**src/rtl/calc_pkg.sv**
```systemverilog
// Shared types and constants for the calculator port responder: command and
// response codes, request/response packet layouts and the FSM state encoding.
package calc_pkg;

  localparam logic [3:0] CMD_NOP = 4'd0;
  localparam logic [3:0] CMD_ADD = 4'd1;
  localparam logic [3:0] CMD_SUB = 4'd2;
  localparam logic [3:0] CMD_SHL = 4'd5;
  localparam logic [3:0] CMD_SHR = 4'd6;

  localparam logic [1:0] RESP_NONE = 2'd0;
  localparam logic [1:0] RESP_OK   = 2'd1;
  localparam logic [1:0] RESP_ERR  = 2'd2;

  typedef struct packed {
    logic [1:0]  tag;
    logic [3:0]  cmd;
    logic [31:0] data1;
    logic [31:0] data2;
  } req_pkt_t;

  typedef struct packed {
    logic [7:0]  port;
    logic [3:0]  cmd;
    logic [1:0]  tag;
    logic [1:0]  resp;
    logic [31:0] result;
    logic        flow;
  } rsp_pkt_t;

  typedef enum logic [1:0] {
    ST_IDLE  = 2'd0,
    ST_EXEC  = 2'd1,
    ST_SHIFT = 2'd2,
    ST_RESP  = 2'd3
  } calc_state_e;

  function automatic rsp_pkt_t make_rsp(input logic [7:0] port, input logic [3:0] cmd,
                                        input logic [1:0] tag, input logic [1:0] resp,
                                        input logic [31:0] result, input logic flow);
    rsp_pkt_t r;
    r.port   = port;
    r.cmd    = cmd;
    r.tag    = tag;
    r.resp   = resp;
    r.result = result;
    r.flow   = flow;
    return r;
  endfunction

endpackage

```
**src/rtl/calc_req_fifo.sv**
```systemverilog
// Synchronous request FIFO with combinational read data at the head.
// Push is ignored when full and pop when empty; DEPTH must be a power of 2.
module calc_req_fifo #(
  parameter int WIDTH = 70,
  parameter int DEPTH = 4
) (
  input  logic             clk,
  input  logic             reset,
  input  logic             push_i,
  input  logic [WIDTH-1:0] wdata_i,
  input  logic             pop_i,
  output logic [WIDTH-1:0] rdata_o,
  output logic             full_o,
  output logic             empty_o
);

  localparam int AW = $clog2(DEPTH);
  localparam logic [AW:0] FULL_CNT = (AW + 1)'(DEPTH);

  logic [WIDTH-1:0] mem_q [DEPTH];
  logic [AW-1:0]    wr_ptr_q, wr_ptr_d;
  logic [AW-1:0]    rd_ptr_q, rd_ptr_d;
  logic [AW:0]      count_q, count_d;
  logic             do_push, do_pop;

  assign full_o  = (count_q == FULL_CNT);
  assign empty_o = (count_q == '0);
  assign do_push = push_i && !full_o;
  assign do_pop  = pop_i && !empty_o;
  assign rdata_o = mem_q[rd_ptr_q];

  // Pointers wrap naturally because DEPTH is a power of 2.
  always_comb begin
    wr_ptr_d = wr_ptr_q;
    rd_ptr_d = rd_ptr_q;
    count_d  = count_q;
    if (do_push) wr_ptr_d = wr_ptr_q + 1'b1;
    if (do_pop)  rd_ptr_d = rd_ptr_q + 1'b1;
    if (do_push && !do_pop)      count_d = count_q + 1'b1;
    else if (do_pop && !do_push) count_d = count_q - 1'b1;
  end

  always_ff @(posedge clk) begin
    if (reset) begin
      wr_ptr_q <= '0;
      rd_ptr_q <= '0;
      count_q  <= '0;
    end else begin
      wr_ptr_q <= wr_ptr_d;
      rd_ptr_q <= rd_ptr_d;
      count_q  <= count_d;
    end
  end

  always_ff @(posedge clk) begin
    if (do_push) mem_q[wr_ptr_q] <= wdata_i;
  end

endmodule

```
**src/rtl/calc_port_responder.sv**
```systemverilog
// One calculator port: buffers requests, executes ADD/SUB/SHL/SHR one at a
// time and returns responses in order. Handshake: a beat transfers on a rising edge when valid && ready.
module calc_port_responder
  import calc_pkg::*;
#(
  parameter logic [7:0] PORT_ID    = 8'h31,
  parameter int         FIFO_DEPTH = 4
) (
  input  logic        clk,
  input  logic        reset,
  input  logic        req_valid,
  output logic        req_ready,
  input  logic [69:0] req_paket,
  output logic        rsp_valid,
  input  logic        rsp_ready,
  output logic [48:0] rsp_paket,
  output calc_state_e state_dbg
);

  calc_state_e state_q, state_d;
  logic [3:0]  cmd_q, cmd_d;
  logic [1:0]  tag_q, tag_d;
  logic [31:0] a_q, a_d;
  logic [31:0] b_q, b_d;
  logic [4:0]  cnt_q, cnt_d;
  rsp_pkt_t    rsp_q, rsp_d;

  logic        fifo_full, fifo_empty, fifo_pop, fifo_push;
  logic [69:0] fifo_rdata;
  req_pkt_t    head;
  logic [32:0] sum;

  assign req_ready = !fifo_full && !reset;
  assign fifo_push = req_valid && req_ready;
  assign head      = req_pkt_t'(fifo_rdata);
  assign sum       = {1'b0, a_q} + {1'b0, b_q};

  calc_req_fifo #(.WIDTH(70), .DEPTH(FIFO_DEPTH)) u_fifo (
    .clk     (clk),
    .reset   (reset),
    .push_i  (fifo_push),
    .wdata_i (req_paket),
    .pop_i   (fifo_pop),
    .rdata_o (fifo_rdata),
    .full_o  (fifo_full),
    .empty_o (fifo_empty)
  );

  always_comb begin
    state_d  = state_q;
    cmd_d    = cmd_q;
    tag_d    = tag_q;
    a_d      = a_q;
    b_d      = b_q;
    cnt_d    = cnt_q;
    rsp_d    = rsp_q;
    fifo_pop = 1'b0;
    case (state_q)
      ST_IDLE: begin
        if (!fifo_empty) begin
          fifo_pop = 1'b1;
          cmd_d    = head.cmd;
          tag_d    = head.tag;
          a_d      = head.data1;
          b_d      = head.data2;
          cnt_d    = head.data2[4:0];
          if (head.cmd == CMD_NOP)                           state_d = ST_IDLE;
          else if (head.cmd == CMD_SHL || head.cmd == CMD_SHR) state_d = ST_SHIFT;
          else                                               state_d = ST_EXEC;
        end
      end
      ST_EXEC: begin
        case (cmd_q)
          CMD_ADD: begin
            if (sum[32]) rsp_d = make_rsp(PORT_ID, cmd_q, tag_q, RESP_ERR, 32'd0, 1'b1);
            else         rsp_d = make_rsp(PORT_ID, cmd_q, tag_q, RESP_OK, sum[31:0], 1'b0);
          end
          CMD_SUB: begin
            if (a_q < b_q) rsp_d = make_rsp(PORT_ID, cmd_q, tag_q, RESP_ERR, 32'd0, 1'b1);
            else           rsp_d = make_rsp(PORT_ID, cmd_q, tag_q, RESP_OK, a_q - b_q, 1'b0);
          end
          default: rsp_d = make_rsp(PORT_ID, cmd_q, tag_q, RESP_ERR, 32'd0, 1'b0);
        endcase
        state_d = ST_RESP;
      end
      ST_SHIFT: begin
        // One bit per cycle; a zero amount still spends one cycle here.
        if (cnt_q != 5'd0) begin
          a_d   = (cmd_q == CMD_SHL) ? (a_q << 1) : (a_q >> 1);
          cnt_d = cnt_q - 5'd1;
        end else begin
          rsp_d   = make_rsp(PORT_ID, cmd_q, tag_q, RESP_OK, a_q, 1'b0);
          state_d = ST_RESP;
        end
      end
      ST_RESP: begin
        if (rsp_ready) state_d = ST_IDLE;
      end
      default: state_d = ST_IDLE;
    endcase
  end

  always_ff @(posedge clk) begin
    if (reset) begin
      state_q <= ST_IDLE;
      cmd_q   <= '0;
      tag_q   <= '0;
      a_q     <= '0;
      b_q     <= '0;
      cnt_q   <= '0;
      rsp_q   <= '0;
    end else begin
      state_q <= state_d;
      cmd_q   <= cmd_d;
      tag_q   <= tag_d;
      a_q     <= a_d;
      b_q     <= b_d;
      cnt_q   <= cnt_d;
      rsp_q   <= rsp_d;
    end
  end

  assign rsp_valid = (state_q == ST_RESP);
  assign rsp_paket = rsp_q;
  assign state_dbg = state_q;

endmodule

```
**config.mk**
```make
export PLATFORM = sky130hd
export DESIGN_NAME = calc_port_responder
export DESIGN_NICKNAME = d
export VERILOG_FILES = /design/src/rtl/calc_pkg.sv /design/src/rtl/calc_req_fifo.sv /design/src/rtl/calc_port_responder.sv
export SDC_FILE = /design/constraint.sdc
export NUM_CORES = 1
export LEC_CHECK = 0
export BUFFER_PORTS_ARGS = -buffer_cell sky130_fd_sc_hd__buf_2
export CAP_MARGIN = 20
export CORE_ASPECT_RATIO = 0.9
export CORE_UTILIZATION = 58
export CTS_BUF_LIST = sky130_fd_sc_hd__clkbuf_4 sky130_fd_sc_hd__clkbuf_8
export CTS_CLUSTER_SIZE = 40
export DETAILED_ROUTE_END_ITERATION = 6
export PLACE_DENSITY = 0.77
export SLEW_MARGIN = 20
export SYNTH_ARGS = -nofsm -noshare
export SYNTH_HDL_FRONTEND = slang
export SYNTH_HIERARCHICAL = 1
export SYNTH_SLANG_ARGS = --single-unit
```
**constraint.sdc**
```tcl
create_clock -name clk -period 4.8 [get_ports clk]
set_input_delay 0.96 -clock clk [delete_from_list [all_inputs] [get_ports clk]]
set_output_delay 0.96 -clock clk [all_outputs]
set_load 0.01 [all_outputs]
```
# ---- Yosys cells after proc, flatten, opt, wreduce, memory -nomap -nowiden
# Memories as Yosys holds them, arrays and structs flattened. A register that Yosys moved wholly into a read port is not among the register bits.
# Index checks and enable logic that the tools add are counted.
# W data, S select, Z words.
dict set report totals {
  out_inout_bits 53
  wordCells 87
  ff_bits 133
  memories 1
  ram_bits 280
}
dict set report op_classes {
  n_addsub 7
  muxes 26
  eq_ne 13
  bitwise 1
  order_cmp 1
  reduce_logical 23
}
# memory words word_bits read_ports rd_ports_with_merged_regs wr line
set mem_list {}
lappend mem_list {u_fifo.mem_q 4 70 1 1 1 calc_req_fifo.sv:20} ;# logic [WIDTH-1:0] mem_q [DEPTH];
# cell count
set op_table {}
lappend op_table {{$pmux W49 S2} 1}
lappend op_table {{$mux W32} 3}
lappend op_table {{$mux W35} 2}
lappend op_table {{$pmux W35 S2} 1}
lappend op_table {{$pmux W32 S2} 1}
lappend op_table {{$mux W49} 1}
lappend op_table {{$add A32 B32 Y33} 1}
lappend op_table {{$lt A32 B32 Y1} 1}
lappend op_table {{$sub A32 B32 Y32} 1}
lappend op_table {{$mux W2} 7}
lappend op_table {{$eq A4 B3 Y1 const B} 3}
lappend op_table {{$mux W5} 2}
lappend op_table {{$pmux W5 S2} 1}
lappend op_table {{$pmux W2 S4} 1}
lappend op_table {{$logic_and A1 B1 Y1} 6}
lappend op_table {{$mux W3} 2}
lappend op_table {{$ne A2 B2 Y1 const B} 3}
lappend op_table {{$reduce_and A3 Y1} 2}
lappend op_table {{$reduce_bool A2 Y1} 3}
lappend op_table {{$logic_not A1 Y1} 5}
lappend op_table {{$reduce_bool A5 Y1} 1}
lappend op_table {{$sub A5 B1 Y5 const B} 1}
lappend op_table {{$add A2 B1 Y2 const B} 2}
lappend op_table {{$eq A2 B2 Y1 const B} 2}
lappend op_table {{14 further kinds} 18}

# ---- Depth between registers and ports, before layout
# Gate-level depths: netlist of the first run.
dict set report depth {
  word_depth 9
  ltp_mapped 15
  mapped_depth_nobuf 13
}

# ---- Hierarchy
# Netlist of the first run, hierarchy kept.
# module cells_per_inst instances area_each_um2 seq_area_each_um2
set by_module_without_submodules {}
lappend by_module_without_submodules {calc_req_fifo 414 1 10642.7 8588.2}
lappend by_module_without_submodules {calc_port_responder 1245 1 9213.8 2382.3}

# ---- Worst setup path after synthesis of the first run
# Ideal clock, no wire load.
dict set report synth_path {
  path_kind {input to register}
  start {input reset}
  end {memory u_fifo.mem_q[0][0] (enable)}
  arrival_ps 3492
  path_stages 6
  path_buffers 1
  setup_slack_ps 873
  path_cell_list {clkbuf_1 nor2_1 and2_1 inv_1 nor2_1 and2_1}
}
dict set report synth_between {
  elab_chain_len 6
}
# item line
set synth_rtl {}
lappend synth_rtl {{start: declaration} calc_port_responder.sv:10} ;# input logic reset,
lappend synth_rtl {{$logic_not A1 Y1} calc_port_responder.sv:33} ;# assign req_ready = !fifo_full && !reset;
lappend synth_rtl {{$logic_and A1 B1 Y1} calc_port_responder.sv:33}
lappend synth_rtl {{named net req_ready} calc_port_responder.sv:12} ;# output logic req_ready,
lappend synth_rtl {{$logic_and A1 B1 Y1} calc_port_responder.sv:34} ;# assign fifo_push = req_valid && req_ready;
lappend synth_rtl {{named net fifo_push} calc_port_responder.sv:28} ;# logic fifo_full, fifo_empty, fifo_pop, fifo_push;
lappend synth_rtl {{$logic_and A1 B1 Y1} calc_req_fifo.sv:28} ;# assign do_push = push_i && !full_o;
lappend synth_rtl {{named net u_fifo.do_push} calc_req_fifo.sv:24} ;# logic do_push, do_pop;
lappend synth_rtl {{$mux W1} calc_req_fifo.sv:56} ;# if (do_push) mem_q[wr_ptr_q] <= wdata_i;
lappend synth_rtl {{$mux W1 (implied by the code)} calc_req_fifo.sv:56}
lappend synth_rtl {{end: declaration} calc_req_fifo.sv:20}
# The timed path passes the listed nets, and every way through them passes these cells.

# ---- Final worst setup path of the first run
dict set report layout_path {
  start {register a_q[0]}
  end {register rsp_q, in the netlist rsp_paket[3]}
}
dict set report layout_between {
  elab_chain_len 4
}
# item line
set layout_rtl {}
lappend layout_rtl {{start: declaration} calc_port_responder.sv:23} ;# logic [31:0] a_q, a_d;
lappend layout_rtl {{start signal: assignment} calc_port_responder.sv:108} ;# a_q <= '0;
lappend layout_rtl {{start signal: assignment} calc_port_responder.sv:116} ;# a_q <= a_d;
lappend layout_rtl {{$sub A32 B32 Y32 (tied with other cells)} calc_port_responder.sv:80} ;# else rsp_d = make_rsp(PORT_ID, cmd_q, tag_q, RESP_OK, a_q - b_q, 1'b0);
lappend layout_rtl {{$mux W35 (on tied branches)} {calc_port_responder.sv:79, calc_port_responder.sv:75}}
lappend layout_rtl {{$pmux W35 S2 *} calc_port_responder.sv:73} ;# case (cmd_q)
lappend layout_rtl {{$pmux W49 S2 *} calc_port_responder.sv:58} ;# case (state_q)
lappend layout_rtl {{end signal: assignment} calc_port_responder.sv:119} ;# rsp_q <= rsp_d;
lappend layout_rtl {{end: declaration} calc_port_responder.sv:26} ;# rsp_pkt_t rsp_q, rsp_d;
# Mark *: on every way between the ends. The rest lies on a longest branch, timed or not.
# A chain may end at the register's enable or synchronous reset.

==> impl_metrics.yaml, run 1 <==
floorplan:
  initial_core_util: 0.596
  core_mm2: 0.0333
  die_w_um: 197
  die_area_mm2: 0.0350
  row_count: 63
  design.portCount: 127
  die_h_um: 178
sta:
  fmax_mhz: 237
  timing.setup.tns_ns: 0
  timing.final.hold_violations: 0
  fin_hold_ws_ns: 0.453
  max_slew.worst_pin.slew_ns: 1.10
  drv_slew: 0
  setup_viol: 0
  period_share: 0.877
  min_period_ns: 4.21
  rsz0062_at_grt: "no"
  setup_ws_ns: 0.589
  slew_headroom: 0.266
  clock_skew_ns: 0.0310
cts:
  insertion_delay_ns: 0.61
  cts_max_level: 3
  root_buffer: "clkbuf_8"
  post-cts-setup-buffers: 0
  cts-hold-fix-buffers: 0
  cts_sinks: 408
  cts_tree: "done"
  cts-buffers-inserted: 66
  path_clk_slew_ns: 0.05
  cts_resized: 0
  cts_buffer_depth: 3
setup_path:
  crit_arrival_ns: 4.65
  crit_path_max_fanout: 16
  cp_common_cell: "buf_4"
  path_cells: "ha_1 -> inv_1 -> fa_1 -> nor2_1 -> o211ai_2 -> a311oi_2 -> a211oi_2 -> o41ai_4 -> a21oi_2 -> nand2_1 -> buf_4 -> buf_4 -> o211ai_1 -> o21ai_0 -> o22ai_1"
  start_kind: "register"
  cp_data_required_time_ns: 5.24
  end_kind: "register"
  crit_family: "compound AO/OA/AOI/OAI gates"
  path_class: "reg2reg"
  cpMaxStageDelayCell: "nand2_1"
  slowest_delay_ns: 0.58
  worst-path-buf-inv: 3
logic_synthesis:
  yosys_warnings: 6
  yosys_most_used_dff: "edfxtp_1"
  synthArstFlopShare: 0
  ys_seq_elements: 408
  ys_seq_area_frac: 0.552
  synth_cell_types: 92
  synthCells: 1659
  synthesis.area_mm2: 0.0199
  avgSynthCellArea_um2: 12.0
  synth_edf_count: 280
layout:
  most-common-layout-cells: "edfxtp_1 (280), a21oi_1 (177), nor2_1 (153)"
  finalInstanceArea_mm2: 0.0222
  nFillCells: 2480
  layout_commonest_cell: "edfxtp_1"
  antenna_cells: 0
  post-route-util: 0.666
  area_growth_pct: 11.9
  nNetsFinal: 1927
  drive_above_1_share: 0.207
drt:
  viasPerCell: 6.26
  wl_um: 51900
  remaining_drc_errors: 0
  drt.antenna.violating_nets: 0
  drt_iter0_drc: 1268
  first_pass_iters: 5
  vias: 14300
  wire_per_inst_um: 22.8
placed_design:
  place.gp.congestion: 0.993
  io_buffer_count: 121
  place_area_mm2: 0.0208
  dp_slack_ns: 0.719
  dp_hpwl_um: 35900
grt:
  overflow: 0
  antenna_found_initial: 0
  grt_usage: 0.303
  grt_pass1_vias: 13900
  grt_start_max_net_pins: 73
  grt_first_pass_wirelength_um: 80300
power:
  power_leakage_nw: 8.03
  power-per-cell-area_mw_per_mm2: 641
  irDropWorstVdd_mv: 0.514
run:
  cap_violations: 0
hold_path:
  hold_class: "reg2reg"
status:
  status: "complete, no violations"
## layer usage
metal,vias up,wire (um),global-route usage
li1,6499,-,-
met1,7113,22800,0.424
met2,591,23300,0.461
met3,74,4520,0.0785
met4,0,1290,0.104
met5,-,0,0
## synthesized netlist by cell type (all sizes together) (36+ instances only)
cell | number | area (um2)
dfxtp | 128 | 2560
o21ai | 36 | 180
buf | 51 | 385
ha | 76 | 951
edfxtp | 280 | 8410
nand2 | 143 | 537
nor2 | 154 | 586
clkbuf | 62 | 235
a21oi | 180 | 912
a211oi | 48 | 365
inv | 73 | 274
mux4 | 70 | 1580
## stage by stage
stage	instances	power [mW]
finish	2280	14.2
detailed placement	2161	11.0
global placement	2161	11.0
floorplan	1663	9.30
CTS	2280	14.2
global route	2280	15.0
## final timing paths
check | startpoint | end | slack [ns] | depth (start not counted)
setup / recovery | a_q[0] | rsp_paket[3] | 0.59 | 15
hold / removal | rsp_paket[36] | rsp_paket[36] | 0.45 | 2
setup reg to reg | a_q[0] | rsp_paket[3] | 0.59 | 15
hold reg to reg | rsp_paket[36] | rsp_paket[36] | 0.45 | 2
## where the power goes
part	switching [mW]	internal, mW
clock network	1.37	1.77
registers	0.501	4.22
logic	4.10	2.27
total	5.97	8.27
## tightest hold or removal path, delay by kind of cell (launching register included)
family / cells / cell delay [ns]
and+or+nand+nor: 1 / 0.05
DFF: 1 / 0.30
AOI/OAI and AO/OA: 1 / 0.05
## cells by family (layout without fill, tap and decap cells)
group	Yosys count	after routing	share of synthesized area
adders and majority gates	79	79	0.0509
xor gates and xnor gates	13	13	0.00573
other	1	5	0.000189
muxes	104	104	0.0965
and+or+nand+nor	426	426	0.0974
AOI/OAI and AO/OA	442	442	0.152
DFF	408	408	0.552
buffers and inverters	186	348	0.0451
## cell type report
| class | count | area (um2) | area share |
|---|---|---|---|
| clock buffer | 93 | 1140 | 0.0514 |
| clock inverter | 26 | 263 | 0.0118 |
| timing repair buffer | 156 | 958 | 0.0431 |
| multi-input combinational | 1069 | 8030 | 0.362 |
| tap | 455 | 569 | 0.0256 |
| sequential | 408 | 11000 | 0.494 |
| inverter | 73 | 274 | 0.0123 |
## state kept, by name, indices dropped and copies added (netlist names), named ones only
name / cells
a_q: 32
b_q: 32
cmd_q: 4
cnt_q: 5
rsp_paket: 42
state_dbg: 2
tag_q: 2
u_fifo/count_q: 3
u_fifo/mem_q: 280
u_fifo/rd_ptr_q: 2
u_fifo/wr_ptr_q: 2
No activity file was read; power rests on OpenSTA's default activity.
==> inputs of run 2 (changes only) <==
--- a/config.mk
+++ b/config.mk
@@ -13,4 +13,5 @@
 export CTS_CLUSTER_SIZE = 40
 export DETAILED_ROUTE_END_ITERATION = 6
+export MAX_ROUTING_LAYER = met4
 export PLACE_DENSITY = 0.77
 export SLEW_MARGIN = 20
==> constraint.sdc (replaced) <==
create_clock -name clk -period 4.8 [get_ports clk]
set_input_delay 0.48 -clock clk [delete_from_list [all_inputs] [get_ports clk]]
set_output_delay 0.48 -clock clk [all_outputs]
set_load 0.01 [all_outputs]
==> run 2 against run 1 <==
Compared with the run above: the run now ends with design-rule violations left; global-route usage up 0.73 points; clock power is 5% lower; worst hold slack worse by 0.37 ns; setup slack better by 0.39 ns; critical endpoint is now rsp_paket[7]; largest cell class unchanged; largest power group unchanged.
==> impl_metrics.yaml, run 2 (synthesis results as in run 1) <==
status:
  status: "complete, but fails checks"
  violations: "design-rule violations"
drt:
  vias: 14200
  first_pass_iters: 7
  viasPerCell: 6.24
  remaining_drc_errors: 5
  drt.antenna.violating_nets: 0
  wl_um: 51700
  wire_per_inst_um: 22.8
  drt_iter0_drc: 1338
cts:
  insertion_delay_ns: 0.60
  cts_buffer_depth: 3
  cts-hold-fix-buffers: 0
  cts_resized: 0
  cts_max_level: 3
  cts-buffers-inserted: 66
  post-cts-setup-buffers: 0
  cts_tree: "done"
  path_clk_slew_ns: 0.07
  root_buffer: "clkbuf_8"
  cts_sinks: 408
grt:
  grt_start_max_net_pins: 71
  grt_pass1_vias: 13800
  grt_usage: 0.310
  overflow: 0
  grt_first_pass_wirelength_um: 79600
  antenna_found_initial: 0
sta:
  min_period_ns: 3.82
  timing.setup.tns_ns: 0
  period_share: 0.796
  timing.final.hold_violations: 0
  fmax_mhz: 262
  clock_skew_ns: 0.0265
  rsz0062_at_grt: "no"
  max_slew.worst_pin.slew_ns: 1.02
  slew_headroom: 0.317
  setup_viol: 0
  drv_slew: 0
layout:
  fin_cells: 2270
  post-route-util: 0.661
  most-common-layout-cells: "edfxtp_1 (280), a21oi_1 (177), nor2_1 (153)"
  drive_above_1_share: 0.201
  antenna_cells: 0
  largest_reg_flops: 280
  nFillCells: 2523
  area_growth_pct: 11.0
  finalInstanceArea_mm2: 0.0220
  layout_commonest_cell: "edfxtp_1"
  max_flop_register: "u_fifo/mem_q"
  nNetsFinal: 1918
hold_path:
  worst_hold_startpoint: "req_paket[35]"
  hold_class: "in2reg"
floorplan:
  die_w_um: 197
  row_count: 63
  die_area_mm2: 0.0350
  design.portCount: 127
  core_mm2: 0.0333
  die_h_um: 178
  initial_core_util: 0.596
setup_path:
  crit_path_end: "rsp_paket[7]"
  start_kind: "register"
  reg2reg_to: "rsp_paket[7]"
  rrSetupSlack_ns: 0.98
  timing.rr.start: "a_q[0]"
  reg2reg_depth: 13
  crit_path_max_fanout: 30
  path_class: "reg2reg"
  crit_arrival_ns: 4.26
  cp_data_required_time_ns: 5.24
  end_kind: "register"
  crit_start: "a_q[0]"
placed_design:
  place.gp.congestion: 1.01
  io_buffer_count: 121
  dp_hpwl_um: 34600
  dp_cells: 2152
  place_area_mm2: 0.0207
power:
  power-per-cell-area_mw_per_mm2: 638
  power_leakage_nw: 7.94
  irDropWorstVdd_mv: 0.486
run:
  cap_violations: 0
run 2: cell count changes in the layout (fill, tap and decap cells not counted):
cell | previous run | this run
inv_6 | 0 | 1
bufinv_16 | 4 | 2
buf_12 | 7 | 5
clkbuf_4 | 22 | 17
clkinv_2 | 4 | 7
buf_4 | 29 | 22
clkbuf_8 | 71 | 70
clkinvlp_4 | 4 | 3
clkinv_1 | 10 | 14
run 2: final cells by class:
cell class                      count  area, um2  share of cell area
Sequential cell                   408      11000               0.498
Multi-Input combinational cell   1069       8030               0.364
Clock buffer                       87       1090              0.0495
Timing Repair Buffer              147        866              0.0393
Tap cell                          455        569              0.0258
Inverter                           73        274              0.0124
Clock inverter                     31        234              0.0106
run 2: worst min-delay path by stage:
stage,to,cells after the start
after floorplan,rsp_paket[35],2
after detailed placement,rsp_paket[0],2
after global placement,rsp_paket[0],2
after CTS,u_fifo/mem_q[2][28],1
final,u_fifo/mem_q[0][35],1
after global routing,u_fifo/mem_q[3][22],1
run 2: power by group:
part	total, mW	switching (mW)	internal, mW
Sequential	4.74	0.516	4.22
Clock	2.98	1.37	1.61
Combinational	6.34	4.09	2.26
Total	14.1	5.97	8.09
run 2: critical path: stages (launching register included):
cell and delay [ns]:
dfxtp_1 0.40, ha_1 0.19, inv_1 0.05, fa_1 0.40
nor2_1 0.18, o211ai_2 0.13, a311oi_2 0.39, a211oi_2 0.18
o41ai_4 0.55, a21oi_2 0.14, and2_4 0.33, a221o_1 0.40
a32oi_1 0.21, a211oi_1 0.09
run 2: metrics by stage:
stage | hold WS [ns] | power [mW] | worst slack (ns)
floorplan | 0.432 | 9.30 | 1.35
global placement | 0.440 | 11.0 | 1.04
global route | 0.0544 | 14.9 | 0.822
CTS | 0.0484 | 14.0 | 1.09
finish | 0.0866 | 14.1 | 0.981
detailed placement | 0.445 | 11.0 | 1.10
run 2: routing by layer:
layer	track usage	up-vias	wire [um]
li1	-	6475	-
met1	0.441	6937	22800
met2	0.445	646	22800
met3	0.0663	106	4650
met4	0.102	0	1410
met5	-	-	0
==> inputs of run 3 (changes only) <==
- clock period: 4.8 -> 3.54 ns (I/O delays scaled with it)
==> run 3 against run 2 <==
Compared with the run above: the run now ends clean; total power is 44% higher; clock skew is 0.0087 ns higher; global-route usage is 3.3 points higher; via count is 6.2% higher.
==> impl_metrics.yaml, run 3 (synthesis results as in run 1) <==
sta:
  slew_headroom: 0.406
  timing.final.hold_violations: 0
  period_share: 0.965
  drv_slew: 0
  min_period_ns: 3.42
  rsz0062_at_grt: "no"
  max_slew.worst_pin.slew_ns: 0.891
  timing.setup.tns_ns: 0
  clock_skew_ns: 0.0351
  setup_viol: 0
  fmax_mhz: 293
drt:
  vias: 15000
  drt.antenna.violating_nets: 0
  remaining_drc_errors: 0
  viasPerCell: 6.17
  wl_um: 57300
  first_pass_iters: 5
  drt_iter0_drc: 1418
  wire_per_inst_um: 23.5
cts:
  insertion_delay_ns: 0.62
  cts_max_level: 3
  cts_buffer_depth: 3
  path_clk_slew_ns: 0.06
  cts_tree: "done"
  cts_sinks: 408
  root_buffer: "clkbuf_8"
  cts-buffers-inserted: 66
setup_path:
  timing.rr.start: "a_q[0]"
  reg2reg_depth: 14
  start_kind: "register"
  end_kind: "register"
  cp_data_required_time_ns: 4.00
  reg2reg_to: "rsp_paket[17]"
  crit_path_max_fanout: 5
  path_class: "reg2reg"
  rrSetupSlack_ns: 0.12
  crit_arrival_ns: 3.88
floorplan:
  row_count: 63
  core_mm2: 0.0333
  design.portCount: 127
  die_w_um: 197
  die_area_mm2: 0.0350
  initial_core_util: 0.596
  die_h_um: 178
hold_path:
  hold_path_end: "u_fifo/wr_ptr_q[0]"
  worst_hold_startpoint: "req_valid"
  worstHoldPathCells: 5
  hold_class: "in2reg"
grt:
  grt_usage: 0.343
  overflow: 0
  grt_pass1_vias: 14700
  grt_first_pass_wirelength_um: 87100
  grt_start_max_net_pins: 70
  antenna_found_initial: 1
layout:
  max_flop_register: "u_fifo/mem_q"
  most-common-layout-cells: "edfxtp_1 (280), a21oi_1 (175), nor2_1 (152)"
  largest_reg_flops: 280
  nNetsFinal: 2083
  area_growth_pct: 19.2
  layout_commonest_cell: "edfxtp_1"
  seq_area_mm2: 0.0110
  multi_input_area_mm2: 0.00810
  nFillCells: 2336
  fin_cells: 2440
  drive_above_1_share: 0.242
placed_design:
  dp_hpwl_um: 38200
  io_buffer_count: 121
  place.gp.congestion: 1.01
  dp_cells: 2240
power:
  power-per-cell-area_mw_per_mm2: 857
  irDropWorstVdd_mv: 0.840
  total_power_mw: 20.3
  power_leakage_nw: 8.78
status:
  status: "complete, no violations"
run:
  cap_violations: 0
==> run 3: worst max-delay path by stage <==
| stage | start | end | slack, ns | cells after the start |
|---|---|---|---|---|
| after floorplan | reset | u_fifo/mem_q[2][0] | 0.22 | 6 |
| after global placement | a_q[0] | rsp_paket[7] | 0.07 | 13 |
| after detailed placement | a_q[0] | rsp_paket[7] | -0.01 | 13 |
| after CTS | a_q[0] | rsp_paket[7] | 0.05 | 13 |
| after global routing | b_q[21] | rsp_paket[19] | 0.007 | 12 |
| final | a_q[0] | rsp_paket[17] | 0.12 | 14 |
==> run 3: area by class of cell <==
class | instances | area share
inverter | 73 | 0.0116
sequential | 408 | 0.464
multi-input combinational | 1071 | 0.342
clock inverter | 31 | 0.0104
clock buffer | 91 | 0.0482
tap | 455 | 0.0241
timing repair buffer | 310 | 0.0994
antenna | 1 | 0.000106
==> run 3: power by group <==
group	leakage (nW)	internal (mW)	total [mW]	switching (mW)
clock network	0.724	2.28	4.26	1.98
logic	4.46	3.73	9.75	6.02
registers	3.59	5.72	6.27	0.546
==> run 3: repair_timing <==
action	in CTS	in global routing
hold buffers	70	0
hold endpoints to repair	280	0
cloned	1	1
setup buffers	1	4
endpoints found under the setup margin	1	20
resized for setup	1	16
pin swaps	2	6
==> run 3: critical path, stage by stage (launching register included) <==
cell	delay, ns
dfxtp_2	0.37
ha_1	0.19
inv_1	0.06
fa_2	0.38
nor2_4	0.12
o211ai_2	0.12
a311oi_2	0.37
a211oi_2	0.16
o41ai_4	0.47
a21oi_4	0.14
and2_4	0.23
buf_4	0.17
a221o_1	0.34
o21ai_0	0.08
o22ai_1	0.10
==> run 3: stage by stage <==
step	worst slack, ns	util	cell area, um2	hold WS [ns]
floorplan	0.219	-	19900	0.432
global placement	0.0703	0.644	21500	0.442
detailed placement	-0.0136	0.644	21500	0.444
CTS	0.0549	0.707	23600	0.223
global route	0.00738	0.710	23700	0.290
finish	0.125	0.710	23700	0.248
==> run 3: routing by layer <==
layer | share of wire | track usage | routed length [um]
met1 | 0.44 | 0.481 | 25000
met2 | 0.46 | 0.518 | 26400
met3 | 0.081 | 0.0561 | 4630
met4 | 0.022 | 0.105 | 1270
met5 | 0 | - | 0
